===== src/rtl/fixed_point_alu_pkg.sv =====
// Shared opcode encoding and constants for the fixed-point ALU and its execute-stage users.
package fixed_point_alu_pkg;

  typedef enum logic [1:0] {
    FPU_ADD  = 2'd0,
    FPU_SUB  = 2'd1,
    FPU_MUL  = 2'd2,
    FPU_SQRT = 2'd3
  } fpu_op_e;

  // Index of the final (hi*hi) partial product of the sequential multiply.
  localparam int PP_LAST = 3;

endpackage


===== src/rtl/fxp_sqrt_core.sv =====
// Restoring digit-by-digit square root: one result bit per cycle after a one-cycle load on go.
module fxp_sqrt_core
  import fixed_point_alu_pkg::*;
#(
  parameter int WIDTH = 32,
  parameter int FBITS = 10
) (
  input  logic                     clk,
  input  logic                     reset,
  input  logic                     go,
  input  logic [WIDTH+FBITS-1:0]   radicand,
  output logic                     busy,
  output logic                     done,
  output logic [WIDTH-1:0]         root
);

  localparam int RW   = WIDTH + FBITS;
  localparam int ITER = RW / 2;
  localparam int AW   = ITER + 1;
  localparam int CW   = $clog2(ITER + 1);

  logic [RW-1:0]   x_q, x_d;
  logic [AW-1:0]   ac_q, ac_d;
  logic [ITER-1:0] q_q, q_d;
  logic [CW-1:0]   cnt_q, cnt_d;

  logic [AW+1:0] acShift;
  logic [AW+1:0] trialDivisor;
  logic          fits;

  // Remainder stays below 2^AW throughout, so the truncating casts below never drop live bits.
  assign acShift      = {ac_q, x_q[RW-1:RW-2]};
  assign trialDivisor = {1'b0, q_q, 2'b01};
  assign fits         = (acShift >= trialDivisor);

  assign busy = (cnt_q != '0);
  assign done = busy && (cnt_q == CW'(1));
  assign root = {{(WIDTH-ITER){1'b0}}, q_d};

  always_comb begin
    x_d   = x_q;
    ac_d  = ac_q;
    q_d   = q_q;
    cnt_d = cnt_q;
    if (go) begin
      x_d   = radicand;
      ac_d  = '0;
      q_d   = '0;
      cnt_d = CW'(ITER);
    end else if (busy) begin
      x_d   = {x_q[RW-3:0], 2'b00};
      ac_d  = fits ? AW'(acShift - trialDivisor) : AW'(acShift);
      q_d   = {q_q[ITER-2:0], fits};
      cnt_d = cnt_q - CW'(1);
    end
  end

  always_ff @(posedge clk or posedge reset) begin
    if (reset) begin
      x_q   <= '0;
      ac_q  <= '0;
      q_q   <= '0;
      cnt_q <= '0;
    end else begin
      x_q   <= x_d;
      ac_q  <= ac_d;
      q_q   <= q_d;
      cnt_q <= cnt_d;
    end
  end

endmodule


===== src/rtl/fixed_point_alu.sv =====
// Handshaked signed Q-format ALU: single-cycle add/sub, four-step sequential multiply, iterative sqrt.
module fixed_point_alu
  import fixed_point_alu_pkg::*;
#(
  parameter int WIDTH    = 32,
  parameter int FBITS    = 10,
  parameter bit SATURATE = 1'b1
) (
  input  logic             clk,
  input  logic             reset,
  input  logic             start,
  input  logic [1:0]       operation,
  input  logic [WIDTH-1:0] operand_1,
  input  logic [WIDTH-1:0] operand_2,
  output logic             ready,
  output logic             valid,
  output logic [WIDTH-1:0] result,
  output logic             overflow
);

  localparam int HALF = WIDTH / 2;
  localparam logic [WIDTH-1:0]   MAX_POS     = {1'b0, {(WIDTH-1){1'b1}}};
  localparam logic [WIDTH-1:0]   MIN_NEG     = {1'b1, {(WIDTH-1){1'b0}}};
  localparam logic [2*WIDTH-1:0] MAG_POS_MAX = {{(WIDTH+1){1'b0}}, {(WIDTH-1){1'b1}}};
  localparam logic [2*WIDTH-1:0] MAG_NEG_MAX = {{WIDTH{1'b0}}, 1'b1, {(WIDTH-1){1'b0}}};

  typedef enum logic [1:0] {IDLE, MUL, SQRT, DONE} state_e;

  state_e               state_q, state_d;
  logic [WIDTH-1:0]     opA_q, opA_d, opB_q, opB_d;
  logic [2*WIDTH-1:0]   acc_q, acc_d;
  logic [1:0]           ppIdx_q, ppIdx_d;
  logic [WIDTH-1:0]     result_q, result_d;
  logic                 overflow_q, overflow_d;

  logic                 accept;
  logic [WIDTH:0]       sumWide;
  logic                 addOvf;
  logic [WIDTH-1:0]     magA, magB;
  logic [HALF-1:0]      mulX, mulY;
  logic [WIDTH-1:0]     pp;
  logic [2*WIDTH-1:0]   ppShifted, accSum, mulMag;
  logic                 mulNeg, mulOvf;
  logic [WIDTH-1:0]     mulWrap;
  logic                 sqrtGo, sqrtBusy, sqrtDone;
  logic [WIDTH-1:0]     sqrtRoot;

  function automatic logic [WIDTH-1:0] limitResult(input logic ovf, input logic negative,
                                                   input logic [WIDTH-1:0] wrapped);
    if (ovf && SATURATE) return negative ? MIN_NEG : MAX_POS;
    return wrapped;
  endfunction

  assign ready    = (state_q == IDLE) || (state_q == DONE);
  assign valid    = (state_q == DONE);
  assign result   = result_q;
  assign overflow = overflow_q;
  assign accept   = start && ready;

  // The extra top bit holds the true sign, so overflow is a disagreement with bit WIDTH-1.
  assign sumWide = (fpu_op_e'(operation) == FPU_SUB)
                 ? {operand_1[WIDTH-1], operand_1} - {operand_2[WIDTH-1], operand_2}
                 : {operand_1[WIDTH-1], operand_1} + {operand_2[WIDTH-1], operand_2};
  assign addOvf  = sumWide[WIDTH] ^ sumWide[WIDTH-1];

  assign magA   = opA_q[WIDTH-1] ? -opA_q : opA_q;
  assign magB   = opB_q[WIDTH-1] ? -opB_q : opB_q;
  assign mulNeg = opA_q[WIDTH-1] ^ opB_q[WIDTH-1];

  always_comb begin
    mulX      = magA[HALF-1:0];
    mulY      = magB[HALF-1:0];
    ppShifted = {{WIDTH{1'b0}}, pp};
    case (ppIdx_q)
      2'd1: begin
        mulX      = magA[WIDTH-1:HALF];
        ppShifted = {{HALF{1'b0}}, pp, {HALF{1'b0}}};
      end
      2'd2: begin
        mulY      = magB[WIDTH-1:HALF];
        ppShifted = {{HALF{1'b0}}, pp, {HALF{1'b0}}};
      end
      2'd3: begin
        mulX      = magA[WIDTH-1:HALF];
        mulY      = magB[WIDTH-1:HALF];
        ppShifted = {pp, {WIDTH{1'b0}}};
      end
      default: ;
    endcase
  end

  assign pp     = {{HALF{1'b0}}, mulX} * {{HALF{1'b0}}, mulY};
  assign accSum = acc_q + ppShifted;
  assign mulMag = accSum >> FBITS;
  // A negative product may reach exactly 2^(WIDTH-1) and still be representable.
  assign mulOvf  = mulNeg ? (mulMag > MAG_NEG_MAX) : (mulMag > MAG_POS_MAX);
  assign mulWrap = mulNeg ? -mulMag[WIDTH-1:0] : mulMag[WIDTH-1:0];

  assign sqrtGo = accept && (fpu_op_e'(operation) == FPU_SQRT) && !operand_1[WIDTH-1];

  fxp_sqrt_core #(
    .WIDTH (WIDTH),
    .FBITS (FBITS)
  ) u_sqrt (
    .clk      (clk),
    .reset    (reset),
    .go       (sqrtGo),
    .radicand ({operand_1, {FBITS{1'b0}}}),
    .busy     (sqrtBusy),
    .done     (sqrtDone),
    .root     (sqrtRoot)
  );

  // Next-state logic; an accepted start overrides the DONE->IDLE return for back-to-back issue.
  always_comb begin
    state_d    = state_q;
    opA_d      = opA_q;
    opB_d      = opB_q;
    acc_d      = acc_q;
    ppIdx_d    = ppIdx_q;
    result_d   = result_q;
    overflow_d = overflow_q;

    case (state_q)
      MUL: begin
        acc_d   = accSum;
        ppIdx_d = ppIdx_q + 2'd1;
        if (ppIdx_q == 2'(PP_LAST)) begin
          result_d   = limitResult(mulOvf, mulNeg, mulWrap);
          overflow_d = mulOvf;
          state_d    = DONE;
        end
      end
      SQRT: begin
        if (sqrtBusy && sqrtDone) begin
          result_d   = sqrtRoot;
          overflow_d = 1'b0;
          state_d    = DONE;
        end
      end
      DONE:    state_d = IDLE;
      default: ;
    endcase

    if (accept) begin
      opA_d = operand_1;
      opB_d = operand_2;
      case (fpu_op_e'(operation))
        FPU_ADD, FPU_SUB: begin
          result_d   = limitResult(addOvf, sumWide[WIDTH], sumWide[WIDTH-1:0]);
          overflow_d = addOvf;
          state_d    = DONE;
        end
        FPU_MUL: begin
          acc_d   = '0;
          ppIdx_d = 2'd0;
          state_d = MUL;
        end
        FPU_SQRT: begin
          if (operand_1[WIDTH-1]) begin
            result_d   = '0;
            overflow_d = 1'b1;
            state_d    = DONE;
          end else begin
            state_d = SQRT;
          end
        end
      endcase
    end
  end

  always_ff @(posedge clk or posedge reset) begin
    if (reset) begin
      state_q    <= IDLE;
      opA_q      <= '0;
      opB_q      <= '0;
      acc_q      <= '0;
      ppIdx_q    <= '0;
      result_q   <= '0;
      overflow_q <= 1'b0;
    end else begin
      state_q    <= state_d;
      opA_q      <= opA_d;
      opB_q      <= opB_d;
      acc_q      <= acc_d;
      ppIdx_q    <= ppIdx_d;
      result_q   <= result_d;
      overflow_q <= overflow_d;
    end
  end

endmodule


===== config.mk =====
export PLATFORM = sky130hd
export DESIGN_NAME = fixed_point_alu
export DESIGN_NICKNAME = d
export VERILOG_FILES = /design/src/rtl/fixed_point_alu_pkg.sv /design/src/rtl/fxp_sqrt_core.sv /design/src/rtl/fixed_point_alu.sv
export SDC_FILE = /design/constraint.sdc
export NUM_CORES = 2
export LEC_CHECK = 0
export BUFFER_PORTS_ARGS = -buffer_cell sky130_fd_sc_hd__buf_4
export CORE_MARGIN = 2
export CORE_UTILIZATION = 39
export CTS_CLUSTER_SIZE = 12
export DETAILED_ROUTE_END_ITERATION = 10
export GPL_TIMING_DRIVEN = 0
export SLEW_MARGIN = 0
export SYNTH_ARGS = -nofsm -noshare
export SYNTH_HDL_FRONTEND = slang
export SYNTH_SLANG_ARGS = --single-unit

===== constraint.sdc =====
create_clock -name clk -period 14.5 [get_ports clk]
set_input_delay 4.35 -clock clk [delete_from_list [all_inputs] [get_ports clk]]
set_output_delay 4.35 -clock clk [all_outputs]
set_load 0.05 [all_outputs]

=== Word level (Yosys, flattened, before mapping) ===
Cells that the tools add are included.
Widths: inputs -> output; s select.

* Register bits: 255
* Input bits: 69
* Word-level logic and storage cells: 108

* Add/subtract/negate cells: 9
* Multiply operators: 1
* $lt $le $gt $ge: 3
* Equal/unequal tests: 12
* Multiplexer cells: 53
* Bitwise logic cells: 2
* Reduce and logical (&&, ||, !) cells: 17

{| class="wikitable"
|+ Operator list
! cell !! number
|-
| $mux 32 || 13
|-
| $mux 64 || 3
|-
| $pmux 32 s2 || 2
|-
| $pmux 64 s2 || 1
|-
| $neg 32->32 || 3
|-
| $mux 42 || 2
|-
| $mux 22 || 3
|-
| $add 64x64->64 || 1
|-
| $gt 54x31->1 const B || 1
|-
| $gt 54x32->1 const B || 1
|-
| $mux 21 || 2
|-
| $add 32x32->33 || 1
|-
| $mux 33 || 1
|-
| $sub 32x32->33 || 1
|-
| $mul 16x16->32 || 1
|-
| $mux 16 || 2
|-
| $ge 24x23->1 || 1
|-
| $sub 22x22->22 || 1
|-
| $eq 2x2->1 const B || 6
|-
| $mux 1 || 12
|-
| $mux 2 || 6
|-
| $pmux 2 s3 || 2
|-
| $mux 5 || 2
|-
| $reduce_or 2->1 || 4
|-
| 15 further kinds || 25
|}

=== Depth between registers and ports, before layout ===
* Depth in word-level cells: 17
* Gate-level depth with buffers: 53
* Depth with buffers taken out: 50

=== Cells and area by module ===
A second synthesis with hierarchy kept.

* Cells, all modules: 3794
* Area total of the unflattened synthesis: 31087.3 µm²

{| class="wikitable"
|+ By module, submodules not included
! module !! times used !! cells each !! area each (µm²) !! sequential area each (µm²)
|-
| fixed_point_alu || 1 || 3185 || 25645.8 || 4129.0
|-
| fxp_sqrt_core || 1 || 609 || 5441.5 || 2252.2
|}

=== Worst setup path before layout ===
Ideal clock, no wire load.

* Kind: flip-flop to flip-flop
* From: reg opB_q[2]
* To: reg result_q[10] (netlist: result[10])
* Library setup time: 0.104 ns
* Arrival time: 12.501 ns
* Data required time: 14.396 ns
* Slack: 1.896 ns
* Stages on the path, launching flop included: 54
* Period minus slack after synthesis: 12.604 ns
* Cells stage by stage: dfrtp_1 > or3_1 > or3_1 > nor3_1 > nand2_1 > or3_1 > nor4_1 > nand2_1 > or3_1 > o21ai_0 > nand2_1 > a211oi_2 > clkbuf_1 > nand2_1 > fa_1 > inv_1 > ha_1 > ha_1 > [... 18 more ...] > xnor2_1 > a22o_1 > ha_1 > clkbuf_1 > a21o_1 > a21o_1 > a21o_1 > or3_1 > o22a_1 > mux2_2 > a211oi_1 > nor4b_1 > and4_1 > nand4_1 > nor3b_2 > a31oi_4 > buf_6 > o311ai_1

* Cells in the longest elaborated chain, start to end: 17
* Elaborated cells between the ends (all ways): 20

{| class="wikitable"
|+ Ends and longest elaborated chain
! item !! RTL line !! text
|-
| start: declaration || fixed_point_alu.sv:30 || <nowiki>logic [WIDTH-1:0] opA_q, opA_d, opB_q, opB_d;</nowiki>
|-
| start signal: assignment || fixed_point_alu.sv:184 || <nowiki>opB_q <= opB_d;</nowiki>
|-
| $neg 32->32 || fixed_point_alu.sv:67 || <nowiki>assign magB = opB_q[WIDTH-1] ? -opB_q : opB_q;</nowiki>
|-
| $mux 32 (*) || fixed_point_alu.sv:67 ||
|-
| $mux 16 (*) || fixed_point_alu.sv:74 || <nowiki>case (ppIdx_q)</nowiki>
|-
| $mul 16x16->32 (*) || fixed_point_alu.sv:92 || <nowiki>assign pp = {{HALF{1'b0}}, mulX} * {{HALF{1'b0}}, mulY};</nowiki>
|-
| $pmux 64 s2 (*) || fixed_point_alu.sv:74 ||
|-
| $add 64x64->64 (*) || fixed_point_alu.sv:93 || <nowiki>assign accSum = acc_q + ppShifted;</nowiki>
|-
| $gt 54x31->1 / $gt 54x32->1 (equally long branches) || fixed_point_alu.sv:96 || <nowiki>assign mulOvf = mulNeg ? (mulMag > MAG_NEG_MAX) : (mulMag > MAG_POS_MAX);</nowiki>
|-
| $mux 1 || fixed_point_alu.sv:96 ||
|-
| [... 2 more ...] || n/a ||
|-
| $mux 1 || fixed_point_alu.sv:124 || <nowiki>case (state_q)</nowiki>
|-
| $mux 32 (*) || fixed_point_alu.sv:51 || <nowiki>return wrapped;</nowiki>
|-
| $mux 32 (*) || fixed_point_alu.sv:128 || <nowiki>if (ppIdx_q == 2'(PP_LAST)) begin</nowiki>
|-
| $pmux 32 s2 (*) || fixed_point_alu.sv:124 ||
|-
| $mux 32 || fixed_point_alu.sv:160 || <nowiki>if (operand_1[WIDTH-1]) begin</nowiki>
|-
| $pmux 32 s2 || fixed_point_alu.sv:148 || <nowiki>case (fpu_op_e'(operation))</nowiki>
|-
| $mux 32 (*) || fixed_point_alu.sv:145 || <nowiki>if (accept) begin</nowiki>
|-
| net result_d[10] || fixed_point_alu.sv:33 || <nowiki>logic [WIDTH-1:0] result_q, result_d;</nowiki>
|-
| end signal: assignment || fixed_point_alu.sv:187 || <nowiki>result_q <= result_d;</nowiki>
|-
| end: declaration || fixed_point_alu.sv:33 ||
|}

The timed path passes the listed nets; every way through them passes the cells marked *. The select of a mux whose other input is x is not followed.
A chain may end at the register's enable or synchronous reset.

=== Worst setup path after layout ===
* From: reg opB_q[2]
* To: reg result_q[22] (netlist: result[22])

The elaborated chain is that of the path after synthesis.

==> run_results.csv <==
group,metric,value,unit
status,status,"finished clean",
yosys,syn_area,0.0299,mm²
global_routing,antenna_found_initial,3,
yosys,syn_inst,3677,
sta,setup_violations,0,
floorplan,core.rowCount,101,
yosys,ys_top_cells_by_area,"dfrtp_1, fa_1, ha_1",
yosys,synth_top_family_by_area,"adder cells",
critical_path,startpoint,"opB_q[2]",
final_layout,post-route-cell-area,0.0335,mm²
final_layout,final_common_cell,"nand2_1",
global_routing,grt_pass1_vias,26900,
floorplan,dieArea,0.0788,mm²
yosys,synth_cell_types,97,
sta,hold_violations,0,
yosys,synthAdderAreaFrac,23.1,%
routing,vias,28100,
placed_design,dp_hpwl,83800,µm
routing,antenna_left,0,
yosys,synth_top_area_share,20.5,%
critical_path,critPathKind,"register to register",
floorplan,dieWidth,281,µm
placed_design,place_ws,-1.54,ns
cts,ctsHoldBuffers,0,
sta,slew_violations,0,
sta,max_slew_margin,15.6,%
routing,avgViaCountPerCell,5.82,
sta,skew,0.0228,ns
critical_path,end_kind,"register",
critical_path,arrival,14.39,ns
final_layout,antennaDiodeCount,0,
yosys,ys_seq_area_share,20.5,%
floorplan,io_pins,104,
yosys,synth_warnings,0,
critical_path,critPathMaxFanout,10,
yosys,synth-edff-count,0,
yosys,ys_ff_latch,245,
yosys,synth_nets,4179,
sta,worstMarginPinSlew,1.27,ns
routing,dr.pass1.iters,5,
routing,routed_wl,104000,µm
floorplan,die_h,281,µm
yosys,synth_ff_type,"dfrtp_1",
placed_design,portBuffers,103,
flow_run,drv_cap,0,
global_routing,grt_pass1_wl,161000,µm
critical_path,crit_required,14.99,ns
sta,period_share,95.8,%
global_routing,grt_overflow,0,
critical_path,startpoint_type,"register",
cts,cts_max_level,1,
yosys,yosys.area.top_type,"dfrtp_1",
final_layout,nets,4327,
cts,clk_pin_slew,0.07,ns
worst_hold_path,hold_start,"u_sqrt.x_q[11]",
critical_path,r2r-start,"opB_q[2]",
routing,avgRoutedWirePerCell,21.7,µm
routing,post-route-drc-count,0,
global_routing,grt_max_degree,117,
yosys,synth-xor-area-share,5.66,%
sta,worst_slack,0.610,ns
critical_path,cp_slowest_stage_delay,0.59,ns
final_layout,drive_gt1_share,9.49,%
cts,clockBufferDepth,3,
cts,clockRootBuffer,"clkbuf_16",
yosys,synth_compound_area_share,20.8,%
critical_path,timing.critical_path.mode_cell,"fa_1",
final_layout,mostFrequentLayoutCells,"nand2_1, nor2_1, inv_1, dfrtp_1, ha_1",
floorplan,core_area,0.0758,mm²
critical_path,crit_slowest_cell,"fa_1",
floorplan,start_util,39.4,%
placed_design,placed_area,0.0320,mm²
yosys,syn_avg_cell_area,8.12,µm²
sta,rsz0062_at_grt,"false",
yosys,synthMuxAreaShare,4.15,%
cts,cts.sinks,245,
final_layout,area_delta_synth_final,12.1,%
routing,drt-initial-drc-count,2809,
cts,cts_tree,"yes",
worst_hold_path,hp-class,"register to register",
placed_design,gp_congestion,0.962,
cts,clock_latency,0.62,ns
sta,post-route-min-period,13.89,ns
yosys,synthSimpleGateAreaFrac,19.4,%
sta,fmax,72.0,MHz
cts,cts_buffers,30,
global_routing,grt_usage,26.3,%
yosys,async_flop_share,100,%
-- cell families (layout without fill, tap and decap cells) --
kind of cell | count (synthesis) | count (layout)
simple gates | 1261 | 1261
compound gates | 931 | 931
buf+inv | 498 | 668
fa+ha+maj | 433 | 433
flops | 245 | 245
xor+xnor | 193 | 193
mux | 116 | 116
-- through the flow --
step / setup TNS [ns] / std cells / hold WS [ns] / utilization, %
after detailed placement: -46.24 / 4763 / 0.478 / 42.2
final: 0 / 4825 / 0.494 / 44.2
after floorplan: 0 / 3677 / 0.450 / -
after CTS: 0 / 4817 / 0.493 / 43.7
after global placement: -111.10 / 4758 / 0.469 / 42.0
after global routing: 0 / 4825 / 0.538 / 44.2
-- layer usage --
layer  track usage, %  part of all wire, %
met1             37.1                   44
met2             41.2                   44
met3             4.35                  8.0
met4             7.54                  3.4
met5                0                0.042
-- cells in the mapped netlist, drive strengths merged, types with 44 or more instances --
library cell and count:
o21a 48, nor2b 44, a21oi 229, nand3 50
xor2 75, mux2i 54, nand2 453, o21ai 192
dfrtp 245, nor2 375, nor3 74, xnor2 118
a21o 73, ha 237, clkbuf 159, and2 74
fa 196, a31oi 55, a211oi 58, inv 318
mux2 62
-- timing repair --
| item | CTS | global route |
|---|---|---|
| resized for setup | 40 | 72 |
| setup buffers | 3 | 10 |
| endpoints found under the setup margin | 34 | 34 |
| pin swaps | 6 | 13 |
-- worst max-delay path: cells and delay by family (launching register included) --
kind,cells,cell delay (ns)
AO/OA/AOI/OAI,19,4.35
XOR/XNOR,1,0.21
adder cells (fa/ha/maj),8,3.84
buffers and inverters,5,0.70
flip-flops,1,0.47
multiplexers,1,0.27
AND/OR/NAND/NOR,14,3.87
-- final timing paths --
kind / end / slack (ns) / cells after the start
hold reg to reg: u_sqrt.x_q[11] / 0.49 / 2
min in group asynchronous: acc_q[25] / 3.70 / 2
hold / removal: u_sqrt.x_q[11] / 0.49 / 2
max in group asynchronous: u_sqrt.x_q[30] / 9.46 / 4
setup reg to reg: result[22] / 0.61 / 48
setup / recovery: result[22] / 0.61 / 48
-- final cells by class --
type	instances	area (µm²)
Inverter	319	1200
Buffer	174	722
Multi-Input combinational cell	2934	22200
Clock buffer	44	863
Tap cell	978	1220
Clock inverter	10	134
Timing Repair Buffer	121	956
Sequential cell	245	6130
Fill cell	7716	42300
-- registers in the layout (all words and copies together) (netlist names) --
name          cells
state_q           2
u_sqrt.q_q       21
opB_q            32
u_sqrt.x_q       32
overflow          1
ppIdx_q           2
result           32
opA_q            32
u_sqrt.cnt_q      5
u_sqrt.ac_q      22
acc_q            64
Power is not shown: default switching activity piles up to over one toggle a cycle in this logic, so the estimate is an artifact.
